[config.mk]
export PLATFORM = sky130hd
export DESIGN_NAME = pc_next_unit_flat
export DESIGN_NICKNAME = d
export VERILOG_FILES = /design/src/rtl/pc_next_pkg.sv /design/src/rtl/pc_next_unit_if.sv /design/src/rtl/pc_next_unit_ras_stack.sv /design/src/rtl/pc_next_unit.sv /design/src/flat_wrapper.sv
export SDC_FILE = /design/constraint.sdc
export NUM_CORES = 1
export LEC_CHECK = 0
export CORE_UTILIZATION = 32
export CTS_BUF_LIST = sky130_fd_sc_hd__clkbuf_16
export DETAILED_ROUTE_END_ITERATION = 7
export DONT_BUFFER_PORTS = 1
export GPL_ROUTABILITY_DRIVEN = 0
export SLEW_MARGIN = 20
export SYNTH_ARGS = -nofsm -noshare
export SYNTH_HDL_FRONTEND = slang
export SYNTH_SLANG_ARGS = --single-unit
[constraint.sdc]
create_clock -name clk -period 4.4 [get_ports clk]
set_clock_uncertainty 0.05 [all_clocks]
set_input_delay 0.22 -clock clk [delete_from_list [all_inputs] [get_ports clk]]
set_output_delay 0.22 -clock clk [all_outputs]
set_load 0.01 [all_outputs]
[src/rtl/pc_next_pkg.sv]
// pc_next_pkg: shared types and defaults for the next-PC source stage.
//   op_e            : command encoding carried on op_code (5-7 decode as NONE)
//   ADDR_W_DEFAULT  : default program address width
//   DEPTH_DEFAULT   : default return-address stack depth
//   INT_VEC_DEFAULT : default interrupt vector address
// Optional build macro used by the RAS: PC_NEXT_RAS_WRAP_EN.
package pc_next_pkg;

   typedef enum logic [2:0] {
      OP_NONE = 3'd0,
      OP_JUMP = 3'd1,
      OP_CALL = 3'd2,
      OP_RET  = 3'd3,
      OP_INT  = 3'd4
   } op_e;

   localparam int          ADDR_W_DEFAULT  = 10;
   localparam int          DEPTH_DEFAULT   = 8;
   localparam logic [9:0]  INT_VEC_DEFAULT = 10'h3FF;

endpackage

[src/rtl/pc_next_unit_if.sv]
// pc_next_unit_if: command and result bundle between the control FSM and
// the next-PC stage.
//   op_valid/op_code/pc_cur/branch_addr : command from the control FSM
//   next_pc/pc_ld                       : PC register load data and strobe
//   ras_empty/ras_full/ras_depth/ras_err: return-address stack status
// Handshake: op_valid is a one-cycle strobe with no ready signal; every op
// presented with op_valid=1 is accepted on that rising edge, and its pc_ld
// pulse appears in the following cycle. Back-to-back strobes are legal.
// Modports: master = control FSM side, slave = pc_next_unit.
interface pc_next_unit_if #(
   parameter int ADDR_W = pc_next_pkg::ADDR_W_DEFAULT,
   parameter int DEPTH  = pc_next_pkg::DEPTH_DEFAULT
) ();

   logic                       op_valid;
   logic [2:0]                 op_code;
   logic [ADDR_W-1:0]          pc_cur;
   logic [ADDR_W-1:0]          branch_addr;
   logic [ADDR_W-1:0]          next_pc;
   logic                       pc_ld;
   logic                       ras_empty;
   logic                       ras_full;
   logic [$clog2(DEPTH):0]     ras_depth;
   logic                       ras_err;

   modport master (
      output op_valid, op_code, pc_cur, branch_addr,
      input  next_pc, pc_ld, ras_empty, ras_full, ras_depth, ras_err
   );

   modport slave (
      input  op_valid, op_code, pc_cur, branch_addr,
      output next_pc, pc_ld, ras_empty, ras_full, ras_depth, ras_err
   );

endinterface

[src/rtl/pc_next_unit_ras_stack.sv]
// ras_stack: return-address stack with registered status flags.
//   clk, rst   : clock, synchronous active-high reset
//   push, pop  : one operation per cycle (push wins if both are asserted)
//   push_data  : value to push
//   pop_data   : current top of stack, 0 when empty (valid in the pop cycle)
//   depth      : entry count, empty/full derived from it, err is sticky
// Build macro PC_NEXT_RAS_WRAP_EN: when defined, a push on a full stack
// overwrites the oldest entry instead of being dropped and flagged.
module ras_stack #(
   parameter int ADDR_W = 10,
   parameter int DEPTH  = 8
) (
   input  logic                     clk,
   input  logic                     rst,
   input  logic                     push,
   input  logic                     pop,
   input  logic [ADDR_W-1:0]        push_data,
   output logic [ADDR_W-1:0]        pop_data,
   output logic [$clog2(DEPTH):0]   depth,
   output logic                     empty,
   output logic                     full,
   output logic                     err
);

   localparam int PW = $clog2(DEPTH);
   localparam int DW = PW + 1;
   localparam logic [DW-1:0] DEPTH_C = DW'(DEPTH);

   logic [ADDR_W-1:0] mem_q [DEPTH];
   logic [ADDR_W-1:0] mem_d [DEPTH];
   // ptr is the write slot; it wraps modulo DEPTH, so when the stack is
   // full it points at the oldest entry, which is what wrap mode replaces.
   logic [PW-1:0]     ptr_q, ptr_d;
   logic [PW-1:0]     top_idx;
   logic [DW-1:0]     depth_q, depth_d;
   logic              empty_q, empty_d;
   logic              full_q, full_d;
   logic              err_q, err_d;

   assign top_idx  = ptr_q - PW'(1);
   assign pop_data = empty_q ? '0 : mem_q[top_idx];

   always_comb begin
      mem_d   = mem_q;
      ptr_d   = ptr_q;
      depth_d = depth_q;
      err_d   = err_q;
      if (push) begin
         if (!full_q) begin
            mem_d[ptr_q] = push_data;
            ptr_d        = ptr_q + PW'(1);
            depth_d      = depth_q + DW'(1);
         end else begin
`ifdef PC_NEXT_RAS_WRAP_EN
            mem_d[ptr_q] = push_data;
            ptr_d        = ptr_q + PW'(1);
`else
            err_d        = 1'b1;
`endif
         end
      end else if (pop) begin
         if (!empty_q) begin
            ptr_d   = top_idx;
            depth_d = depth_q - DW'(1);
         end else begin
            err_d   = 1'b1;
         end
      end
      empty_d = (depth_d == '0);
      full_d  = (depth_d == DEPTH_C);
   end

   always_ff @(posedge clk) begin
      if (rst) begin
         ptr_q   <= '0;
         depth_q <= '0;
         empty_q <= 1'b1;
         full_q  <= 1'b0;
         err_q   <= 1'b0;
      end else begin
         ptr_q   <= ptr_d;
         depth_q <= depth_d;
         empty_q <= empty_d;
         full_q  <= full_d;
         err_q   <= err_d;
      end
   end

   // Storage needs no reset: depth=0 makes every entry unreachable.
   always_ff @(posedge clk) begin
      mem_q <= mem_d;
   end

   assign depth = depth_q;
   assign empty = empty_q;
   assign full  = full_q;
   assign err   = err_q;

endmodule

[src/rtl/pc_next_unit.sv]
// pc_next_unit: next-PC source stage feeding the PC register's parallel load.
// Decodes JUMP/CALL/RET/INT into one registered load target plus a one-cycle
// load strobe, and keeps return addresses in an internal stack.
//   clk, rst : clock, synchronous active-high reset
//   bus      : pc_next_unit_if.slave (op_valid, op_code, pc_cur, branch_addr
//              in; next_pc, pc_ld, ras_empty, ras_full, ras_depth, ras_err out)
// Build macro PC_NEXT_RAS_WRAP_EN selects circular RAS overflow behaviour.
module pc_next_unit
   import pc_next_pkg::*;
#(
   parameter int                ADDR_W  = ADDR_W_DEFAULT,
   parameter int                DEPTH   = DEPTH_DEFAULT,
   parameter logic [ADDR_W-1:0] INT_VEC = ADDR_W'(INT_VEC_DEFAULT)
) (
   input  logic           clk,
   input  logic           rst,
   pc_next_unit_if.slave  bus
);

   logic                    push, pop;
   logic [ADDR_W-1:0]       push_data, pop_data;
   logic [ADDR_W-1:0]       next_pc_q, next_pc_d;
   logic                    pc_ld_q, pc_ld_d;
   logic [$clog2(DEPTH):0]  ras_depth;
   logic                    ras_empty, ras_full, ras_err;

   always_comb begin
      push      = 1'b0;
      pop       = 1'b0;
      push_data = '0;
      next_pc_d = next_pc_q;
      pc_ld_d   = 1'b0;
      if (bus.op_valid) begin
         case (bus.op_code)
            OP_JUMP: begin
               next_pc_d = bus.branch_addr;
               pc_ld_d   = 1'b1;
            end
            OP_CALL: begin
               push      = 1'b1;
               push_data = bus.pc_cur + ADDR_W'(1);  // wraps at 2^ADDR_W
               next_pc_d = bus.branch_addr;
               pc_ld_d   = 1'b1;
            end
            OP_RET: begin
               pop       = 1'b1;
               next_pc_d = pop_data;                 // 0 on an empty stack
               pc_ld_d   = 1'b1;
            end
            OP_INT: begin
               push      = 1'b1;
               push_data = bus.pc_cur;               // resume address as given
               next_pc_d = INT_VEC;
               pc_ld_d   = 1'b1;
            end
            default: ;                               // NONE and reserved codes
         endcase
      end
   end

   always_ff @(posedge clk) begin
      if (rst) begin
         next_pc_q <= '0;
         pc_ld_q   <= 1'b0;
      end else begin
         next_pc_q <= next_pc_d;
         pc_ld_q   <= pc_ld_d;
      end
   end

   ras_stack #(
      .ADDR_W (ADDR_W),
      .DEPTH  (DEPTH)
   ) u_ras (
      .clk       (clk),
      .rst       (rst),
      .push      (push),
      .pop       (pop),
      .push_data (push_data),
      .pop_data  (pop_data),
      .depth     (ras_depth),
      .empty     (ras_empty),
      .full      (ras_full),
      .err       (ras_err)
   );

   assign bus.next_pc   = next_pc_q;
   assign bus.pc_ld     = pc_ld_q;
   assign bus.ras_depth = ras_depth;
   assign bus.ras_empty = ras_empty;
   assign bus.ras_full  = ras_full;
   assign bus.ras_err   = ras_err;

endmodule

[src/flat_wrapper.sv]
// flat-port wrapper written by rule: the top's interface ports become plain ports
module pc_next_unit_flat import pc_next_pkg::*;
#(
   parameter int                ADDR_W  = ADDR_W_DEFAULT,
   parameter int                DEPTH   = DEPTH_DEFAULT,
   parameter logic [ADDR_W-1:0] INT_VEC = ADDR_W'(INT_VEC_DEFAULT)
)
  (clk, rst, bus_op_valid, bus_op_code, bus_pc_cur, bus_branch_addr, bus_next_pc, bus_pc_ld, bus_ras_empty, bus_ras_full, bus_ras_depth, bus_ras_err);
  pc_next_unit_if #(.ADDR_W(ADDR_W), .DEPTH(DEPTH)) bus_i ();
  input  logic clk;
  input  logic rst;
  input wire logic [$bits(bus_i.op_valid)-1:0] bus_op_valid;
  input wire logic [$bits(bus_i.op_code)-1:0] bus_op_code;
  input wire logic [$bits(bus_i.pc_cur)-1:0] bus_pc_cur;
  input wire logic [$bits(bus_i.branch_addr)-1:0] bus_branch_addr;
  output wire logic [$bits(bus_i.next_pc)-1:0] bus_next_pc;
  output wire logic [$bits(bus_i.pc_ld)-1:0] bus_pc_ld;
  output wire logic [$bits(bus_i.ras_empty)-1:0] bus_ras_empty;
  output wire logic [$bits(bus_i.ras_full)-1:0] bus_ras_full;
  output wire logic [$bits(bus_i.ras_depth)-1:0] bus_ras_depth;
  output wire logic [$bits(bus_i.ras_err)-1:0] bus_ras_err;
  assign bus_i.op_valid = bus_op_valid;
  assign bus_i.op_code = bus_op_code;
  assign bus_i.pc_cur = bus_pc_cur;
  assign bus_i.branch_addr = bus_branch_addr;
  assign bus_next_pc = bus_i.next_pc;
  assign bus_pc_ld = bus_i.pc_ld;
  assign bus_ras_empty = bus_i.ras_empty;
  assign bus_ras_full = bus_i.ras_full;
  assign bus_ras_depth = bus_i.ras_depth;
  assign bus_ras_err = bus_i.ras_err;
  pc_next_unit #(.ADDR_W(ADDR_W), .DEPTH(DEPTH), .INT_VEC(INT_VEC)) u_core (.clk(clk), .rst(rst), .bus(bus_i));
endmodule
==> Word level (Yosys, flattened, before mapping) <==
Index checks and enable logic that the tools add are counted.
Widths: inputs -> output; s select.
{ "totals": {"reg_bits": 101, "output_inout_bits": 18} }
{ "classes": {"add_sub_neg": 5, "order_cmp": 3, "eq_ne": 8, "n_mux": 27, "bitwise_logic": 4, "n_reduce_logical": 13} }
{ "op_table": {"columns": ["cell", "n"], "rows": [
  ["$bwmux 80", 1],
  ["$mux 10", 5],
  ["$bmux 10 s3", 1],
  ["$demux 10 s3", 1],
  ["$pmux 10 s3", 1],
  ["$pmux 10 s2", 1],
  ["$mux 4", 4],
  ["$mux 3", 4],
  ["$add 10x1->10 const B", 1],
  ["$mux 1", 9],
  ["$ge 4x4->1 const B", 2],
  ["$not 3->4", 2],
  ["$eq 3x2->1 const B", 2],
  ["$reduce_and 3->1", 2],
  ["$reduce_or 2->1", 3],
  ["$add 4x1->4 const B", 1],
  ["$eq 4x4->1 const B", 1],
  ["$logic_not 4->1", 1],
  ["$lt 4x1->1 const B", 1],
  ["$ne 2x2->1 const B", 2],
  ["$reduce_and 2->1", 2],
  ["$reduce_bool 2->1", 2],
  ["$reduce_or 4->1", 1],
  ["$sub 4x1->4 const B", 1],
  ["8 further kinds", 9]
]} }

==> Logic depth before layout (Yosys ltp) <==
Gate-level depths: netlist of run 1.
{ "logic_depth": {"depth_word": 7, "depth_mapped": 9} }

==> Hierarchy <==
A second synthesis of run 1 with hierarchy kept.
{ "unflattened": {"cells_unflattened": 335, "area_unflattened_um2": 4631.9} }
{ "modules_own_cells": {"columns": ["module", "instances", "cells_per_inst", "area_per_inst_um2"], "rows": [
  ["ras_stack", 1, 212, 3634.7],
  ["pc_next_unit", 1, 123, 997.2]
]} }

==> Worst setup path before layout of run 1 <==
OpenSTA, ideal clock, no wires.
{ "synth_timing": {"path_type": "input -> register", "start": "input port bus_op_code[0]", "end": "register u_core.u_ras.mem_q[50] (netlist name), enable pin", "setup_ps": 404, "arrival_time_ps": 2012, "required_ps": 3946, "path_slack_ps": 1934, "stages": 5, "cell_sequence": "buf_2 > nand2b_4 > or3_1 > buf_6 > nor4_1"} }
{ "synth_via": {"elab_chain_cells": 5} }
{ "synth_rtl": {"columns": ["item", "line", "source"], "rows": [
  ["from (decl)", "flat_wrapper.sv:13", "input wire logic [$bits(bus_i.op_code)-1:0] bus_op_code;"],
  ["$eq 3x2->1 / $eq 3x3->1 (equally long branches)", "pc_next_unit.sv:34", "case (bus.op_code)"],
  ["$reduce_or 2->1 (no source line) *", null, null],
  ["$mux 1 *", "pc_next_unit.sv:34", null],
  ["$mux 1 *", "pc_next_unit.sv:33", "if (bus.op_valid) begin"],
  ["$reduce_and 2->1 (no source line) *", null, null],
  ["to (signal assigned)", "pc_next_unit_ras_stack.sv:91", "mem_q <= mem_d;"],
  ["to (decl)", "pc_next_unit_ras_stack.sv:29", "logic [ADDR_W-1:0] mem_q [DEPTH];"]
]} }
Every way passes the cells marked *; elsewhere a longest branch is shown, timed or not.
A chain may end at the register's enable or synchronous reset.

==> Worst setup path after layout of run 1 <==
{ "layout_timing": {"start": "register u_core.u_ras.ptr_q[0]", "end": "register u_core.next_pc_q[9], in the netlist u_core.bus.next_pc[9]"} }
{ "layout_via": {"elab_chain_cells": 7} }
{ "layout_rtl": {"columns": ["item", "line", "source"], "rows": [
  ["from (decl)", "pc_next_unit_ras_stack.sv:33", "logic [PW-1:0] ptr_q, ptr_d;"],
  ["from (signal assigned)", "pc_next_unit_ras_stack.sv:81", "ptr_q <= ptr_d;"],
  ["$sub 3x1->3", "pc_next_unit_ras_stack.sv:40", "assign top_idx = ptr_q - PW'(1);"],
  ["$not 3->4 (implied by the code)", "pc_next_unit_ras_stack.sv:41", "assign pop_data = empty_q ? '0 : mem_q[top_idx];"],
  ["$bmux 10 s3", "pc_next_unit_ras_stack.sv:41", null],
  ["$mux 10 (implied by the code) (2 in a row)", "pc_next_unit_ras_stack.sv:41", null],
  ["$mux 10", "pc_next_unit_ras_stack.sv:41", null],
  ["$pmux 10 s3", "pc_next_unit.sv:34", null],
  ["to (signal assigned)", "pc_next_unit.sv:66", "next_pc_q <= next_pc_d;"],
  ["to (decl)", "pc_next_unit.sv:22", "logic [ADDR_W-1:0] next_pc_q, next_pc_d;"]
]} }
No other way between the ends. The select of a mux whose other input is x is not followed.

==> qor.txt, run 1 <==
status: completed
Final Critical Period: 2.89 ns
CP required: 4.60 ns
first-pass GRT wire length: 15800 µm
Min-Delay Endpoint: u_core.u_ras.full
Routed WL per cell: 18.6 µm
Detailed Route WL: 10200 µm
Post-CTS Setup Bufs: 0
vias in the first global route: 2891
Crit path arrival time: 3.08 ns
Post-Route Setup TNS: 0 ns
Starting Density: 32.9%
Area contributors post-synth: edfxtp_1 53%, dfxtp_1 9.2%, mux2i_1 9.0%
Post-DRT Antenna Nets: 0
Flop pwr share: 51.0%
CTS tree: yes
Final Cycle Share: 65.6%
Synth Flop Type: edfxtp_1
DP HPWL: 6770 µm
PortBufs: 0
Yosys cell types: 45
DR vias/cell: 5.35
net load switching power: 472 µW
met2 WL post-DR: 4830 µm
r2r endpoint: u_core.bus.next_pc[9]
share of cells above drive strength 1: 6.83%
Total Power: 2090 µW
Mapped Cells: 365
CTS Buf Count: 9
1st-pass router iterations: 5
peak supply drop: 0.215 mV
Final Max Slew Viols: 0
crit path max fanout: 25
hold_sp: rst
Area Growth Syn to Fin: 11.3%
fill count: 1356
met3 wire len: 517 µm
fmax: 347 MHz
worst-margin pin slew: 1.11 ns
via count: 2923
Ys Warns: 0
drt drc: 0
share of total power in combinational logic: 9.9%
DIE HEIGHT: 121 µm
Post-Synthesis Cell Area: 0.00456 mm²
CTS clk-pin slew, worst paths: 0.07 ns
die width: 121 µm
worst skew pair latency: 0.34 ns
HP Class: input port to flip-flop
worst relative slew slack: 25.2%
Yosys reg bits: 101
Pint: 1610 µW
Avg Cell Area, Syn: 12.5 µm²
RSZ-0062 raised after global routing: no
static leakage: 0.00163 µW
wl on met1: 4660 µm
Clk pwr share: 39.1%
Starting DRT DRC Count: 242
Reg2Reg Depth: 7
Longest Clk Path Bufs: 2
Hold Violations, Final: 0
io pins: 44
dpl cells: 528
Seq/Total Area, Yosys: 61.8%
pin count of the biggest net entering global routing: 26
GRT Util Overall: 14.6%
htree depth: 3
most frequent cells in the layout: 80 x edfxtp_1, 41 x mux2i_1, 33 x nor2_1
switching fraction of total power: 22.6%
total gr overflow: 0
most area-hungry cell type in the Yosys netlist: edfxtp_1
Async SR Flop Fraction: 0%
Max Cap Violations: 0
number of synthesized flops with an enable pin: 80
Hold Path Stages: 1
number of core rows: 43
Setup crit end kind: flip-flop
Core Area: 0.0139 mm²
CP Launch Type: flip-flop
ANT cells: 0
# setup viols final: 0
P per Cell Area: 410 mW/mm²
most common cell after layout, fill and taps aside: edfxtp_1
Crit Path Class: flip-flop to flip-flop
Top Layer Used: met4
setup slack, reg-to-reg: 1.51 ns
Non-Filler Instances: 546
post-synth top area share: 52.6%
r2r startpoint: u_core.u_ras.ptr_q[0]
initial antenna violation count: 0
fin nets: 392
Num Clock Sinks: 101
Die ar.: 0.0147 mm²
CTS root buf: clkbuf_16
syn_nets: 396
==> power groups by stage <==
| stage | Sequential, µW | Clock, µW | Combinational, µW |
|---|---|---|---|
| 2_1_floorplan | 1080 | 0 | 169 |
| 3_3_place_gp | 1090 | 0 | 198 |
| 3_5_place_dp | 1090 | 0 | 200 |
| 4_1_cts | 1060 | 832 | 205 |
| 5_1_grt | 1070 | 864 | 225 |
| 6_report | 1060 | 815 | 206 |
==> timing repair <==
action | 4_1_cts | 5_1_grt
hold endpoints to repair | 20 | 0
resized for setup | 0 | 0
hold buffers | 2 | 0
==> worst max path at each step <==
stage,from,end,slack [ns]
finish,u_core.u_ras.ptr_q[0],u_core.bus.next_pc[9],1.51
global route,u_core.u_ras.ptr_q[0],u_core.bus.next_pc[1],1.20
CTS,u_core.u_ras.ptr_q[0],u_core.bus.next_pc[9],1.51
detailed placement,u_core.u_ras.ptr_q[0],u_core.bus.next_pc[9],1.53
global placement,u_core.u_ras.ptr_q[0],u_core.bus.next_pc[2],1.65
floorplan,bus_op_code[0],u_core.u_ras.mem_q[50],1.93
==> state kept, by name, indices dropped and copies added (netlist names) <==
signal,count
u_core.u_ras.ptr_q,3
u_core.u_ras.empty,1
u_core.u_ras.depth,4
u_core.u_ras.err,1
u_core.bus.next_pc,10
u_core.u_ras.mem_q,80
u_core.u_ras.full,1
u_core.bus.pc_ld,1
==> area by class of cell <==
class,instances,area (µm²),area share (%)
Multi-Input combinational cell,226,1610,31.6
Sequential cell,101,2820,55.5
Tap cell,180,225,4.43
Inverter,15,56.3,1.11
Clock buffer,9,225,4.43
Timing Repair Buffer,8,65.1,1.28
Clock inverter,7,82.6,1.62
==> cell usage after synthesis, types with 3 or more instances <==
cell type,n
a21oi_1,18
a22oi_1,14
a311oi_1,10
buf_2,8
clkbuf_1,11
dfxtp_1,21
edfxtp_1,80
ha_1,5
inv_1,15
maj3_1,10
mux2i_1,41
nand2_1,20
nand3_1,14
nor2_1,34
nor2b_1,4
nor3_1,7
nor3b_1,3
o21ai_0,5
or3_1,5
xnor2_1,6
xor2_1,4
==> worst max-delay path, stage by stage, from the launching register on <==
cell and delay (ns):
dfxtp_1 0.57, inv_1 0.16, ha_2 0.86, buf_4 0.42
mux2i_1 0.13, a22oi_1 0.20, nand3_1 0.11, a311oi_1 0.25
==> logic make-up after synthesis <==
family,Yosys count,synth area share (%)
AOI/OAI and AO/OA,57,8.58
xor gates and xnor gates,11,2.28
adders and majority gates,15,3.56
buffers and inverters,38,3.76
DFF,101,61.8
muxes,41,8.99
and+or+nand+nor,102,11.0
==> per-layer routing <==
layer  up-vias  track usage [%]
met3        11             3.38
met2        82             22.8
met1      1482             19.6
li1       1348                -
met4         0             5.79
met5         -                0
==> stage by stage <==
| step | utilization [%] | area [µm²] | hold WS (ns) | setup slack [ns] |
|---|---|---|---|---|
| after floorplan | - | 4560 | 0.311 | 1.93 |
| after global placement | 34.2 | 4750 | 0.246 | 1.65 |
| after detailed placement | 34.2 | 4750 | 0.248 | 1.53 |
| after CTS | 36.6 | 5080 | 0.0117 | 1.51 |
| after global routing | 36.6 | 5080 | 0.0307 | 1.20 |
| final | 36.6 | 5080 | 0.0309 | 1.51 |
Power figures use the tool's default switching activity.
==> run 2, diff against run 1 <==
==> constraint.sdc (replaced) <==
create_clock -name clk -period 2.8 [get_ports clk]
set_clock_uncertainty 0.05 [all_clocks]
set_input_delay 0.14 -clock clk [delete_from_list [all_inputs] [get_ports clk]]
set_output_delay 0.14 -clock clk [all_outputs]
set_load 0.01 [all_outputs]
==> run 2 against run 1 <==
Compared with the run above: sequential power rose by 58%; final area up 1.7%; wire length up 2.0%; maximum frequency rose by 18%; first-iteration DRC count up 27%; worst hold slack lost 0.016 ns; worst setup slack worse by 1.2 ns; largest cell class unchanged.
==> qor.txt, run 2 (same netlist as run 1, synthesis figures left out) <==
Post-DRT Antenna Nets: 0 (unchanged)
fmax: 408 MHz (was 347 MHz)
Starting DRT DRC Count: 308 (was 242)
DP Worst Slack: 0.335 ns (was 1.53 ns)
Max Cap Violations: 0 (unchanged)
Core Area: 0.0139 mm² (unchanged)
Routed WL per cell: 18.5 µm (was 18.6 µm)
r2r endpoint: u_core.bus.next_pc[6] (was u_core.bus.next_pc[9])
CTS clk-pin slew, worst paths: 0.07 ns (about the same)
drt drc: 0 (unchanged)
DIE HEIGHT: 121 µm (unchanged)
DP HPWL: 7040 µm (was 6770 µm)
Detailed Route WL: 10400 µm (was 10200 µm)
number of core rows: 43 (unchanged)
die width: 121 µm (unchanged)
Die ar.: 0.0147 mm² (unchanged)
Crit path arrival time: 2.64 ns (was 3.08 ns)
crit path max fanout: 20 (was 25)
Post-Route Setup TNS: 0 ns (unchanged)
critical-path cell list: inv_1, ha_2, buf_12, mux2i_1, a21oi_1, nand3_1, a311oi_1 (was inv_1, ha_2, buf_4, mux2i_1, a22oi_1, nand3_1, a311oi_1)
P per Cell Area: 627 mW/mm² (was 410 mW/mm²)
Reg2Reg Depth: 7 (unchanged)
Final Cycle Share: 87.5% (was 65.6%)
worst-margin pin slew: 0.927 ns (was 1.11 ns)
Num Clock Sinks: 101 (unchanged)
static leakage: 0.00168 µW (was 0.00163 µW)
hold_sp: bus_op_code[0] (was rst)
total gr overflow: 0 (unchanged)
vias in the first global route: 2811 (was 2891)
Area Growth Syn to Fin: 13.3% (was 11.3%)
Non-Filler Instances: 560 (was 546)
fill count: 1334 (was 1356)
1st-pass router iterations: 5 (unchanged)
Hold WS: 0.0151 ns (was 0.0309 ns)
most frequent cells in the layout: 80 x edfxtp_1, 41 x mux2i_1, 34 x nor2_1 (was 80 x edfxtp_1, 41 x mux2i_1, 33 x nor2_1)
Hold Path Stages: 2 (was 1)
Final Critical Period: 2.45 ns (was 2.89 ns)
Reg area: 0.00282 mm² (unchanged)
worst relative slew slack: 38.0% (was 25.2%)
PnR worst setup slack: 0.349 ns (was 1.51 ns)
dpl cells: 540 (was 528)
worst skew pair latency: 0.34 ns (about the same)
r2r startpoint: u_core.u_ras.ptr_q[0] (unchanged)
worst stage delay on the critical path: 0.70 ns (was 0.86 ns)
htree depth: 3 (unchanged)
RSZ-0062 raised after global routing: no (unchanged)
Final Max Slew Viols: 0 (unchanged)
first-pass GRT wire length: 15900 µm (was 15800 µm)
HP Class: input port to flip-flop (unchanged)
status: completed (unchanged)
# setup viols final: 0 (unchanged)
Hold Violations, Final: 0 (unchanged)
Crit Path Class: flip-flop to flip-flop (unchanged)
Longest Clk Path Bufs: 2 (unchanged)
most common cell after layout, fill and taps aside: edfxtp_1 (unchanged)
DR vias/cell: 5.18 (was 5.35)
PortBufs: 0 (unchanged)
area of the multi-input gates: 0.00159 mm² (was 0.00161 mm²)
io pins: 44 (unchanged)
max reg flops: 80 (unchanged)
ANT cells: 0 (unchanged)
peak supply drop: 0.294 mV (was 0.215 mV)
GRT Util Overall: 14.8% (was 14.6%)
Starting Density: 32.9% (unchanged)
Final Core Density: 37.3% (was 36.6%)
CTS tree: yes (unchanged)
CP Launch Type: flip-flop (unchanged)
pin count of the biggest net entering global routing: 22 (was 26)
initial antenna violation count: 0 (unchanged)
Min-Delay Endpoint: u_core.bus.next_pc[6] (was u_core.u_ras.full)
CTS Buf Count: 9 (unchanged)
CTS root buf: clkbuf_16 (unchanged)
setup slack, reg-to-reg: 0.35 ns (was 1.51 ns)
Critical-path top delay cell: ha_2 (unchanged)
Setup crit end kind: flip-flop (unchanged)
share of cells above drive strength 1: 10.0% (was 6.83%)
largest reg by FF count: u_core.u_ras.mem_q (unchanged)
via count: 2902 (was 2923)
fin nets: 406 (was 392)
CP required: 2.99 ns (was 4.60 ns)
[run 2: cell count changes in the layout (fill, tap and decap cells not counted), sizes merged]
cell         delta
buf            +12
bufinv          -1
clkinv          -2
clkinvlp        +2
dlygate4sd3     +2
inv             +1
[run 2: layout make-up]
type                            count  share of cell area, %
Inverter                           15                   1.09
Sequential cell                   101                   54.6
Clock buffer                        9                   4.36
Timing Repair Buffer               22                   3.63
Multi-Input combinational cell    226                   30.7
Tap cell                          180                   4.36
Clock inverter                      7                   1.33
[run 2: repair_timing]
action / 4_1_cts / 5_1_grt
hold endpoints to repair: 21 / 0
setup buffers: 0 / 0
hold buffers: 4 / 0
resized for setup: 0 / 0
setup endpoints to repair: 0 / 0
[run 2: power by group]
group | total, µW | switching (µW) | internal (µW)
sequential | 1670 | 33.9 | 1640
combinational | 350 | 202 | 148
clock | 1220 | 533 | 689
total | 3240 | 769 | 2480
[run 2: worst max-delay path by stage]
stage / depth (start not counted) / slack [ns] / to / from
after floorplan: 5 / 0.41 / u_core.u_ras.mem_q[50] / bus_op_code[0]
after global placement: 7 / 0.42 / u_core.bus.next_pc[6] / u_core.u_ras.ptr_q[0]
after detailed placement: 7 / 0.34 / u_core.bus.next_pc[2] / u_core.u_ras.ptr_q[0]
after CTS: 7 / 0.34 / u_core.bus.next_pc[6] / u_core.u_ras.ptr_q[0]
after global routing: 7 / 0.15 / u_core.bus.next_pc[5] / u_core.u_ras.ptr_q[0]
final: 7 / 0.35 / u_core.bus.next_pc[6] / u_core.u_ras.ptr_q[0]
[run 2: metal layers]
layer	GRT usage [%]	wire length [µm]	up-vias
li1	-	-	1376
met1	19.5	4520	1427
met2	23.6	5070	85
met3	4.51	621	14
met4	3.78	169	0
met5	0	0	-
[run 2: through the flow]
step           instance area [µm²]  total power (µW)
3_5_place_dp                  4840              2050
3_3_place_gp                  4840              2040
4_1_cts                       5170              3270
5_1_grt                       5170              3360
6_report                      5170              3240
2_1_floorplan                 4560              1960
[run 2: critical path: cells and delay by family (launching register included)]
kind / cells / cell delay [ns]
mux: 1 / 0.09
simple gates: 1 / 0.15
compound gates: 2 / 0.43
flops: 1 / 0.51
buf+inv: 2 / 0.40
fa+ha+maj: 1 / 0.70
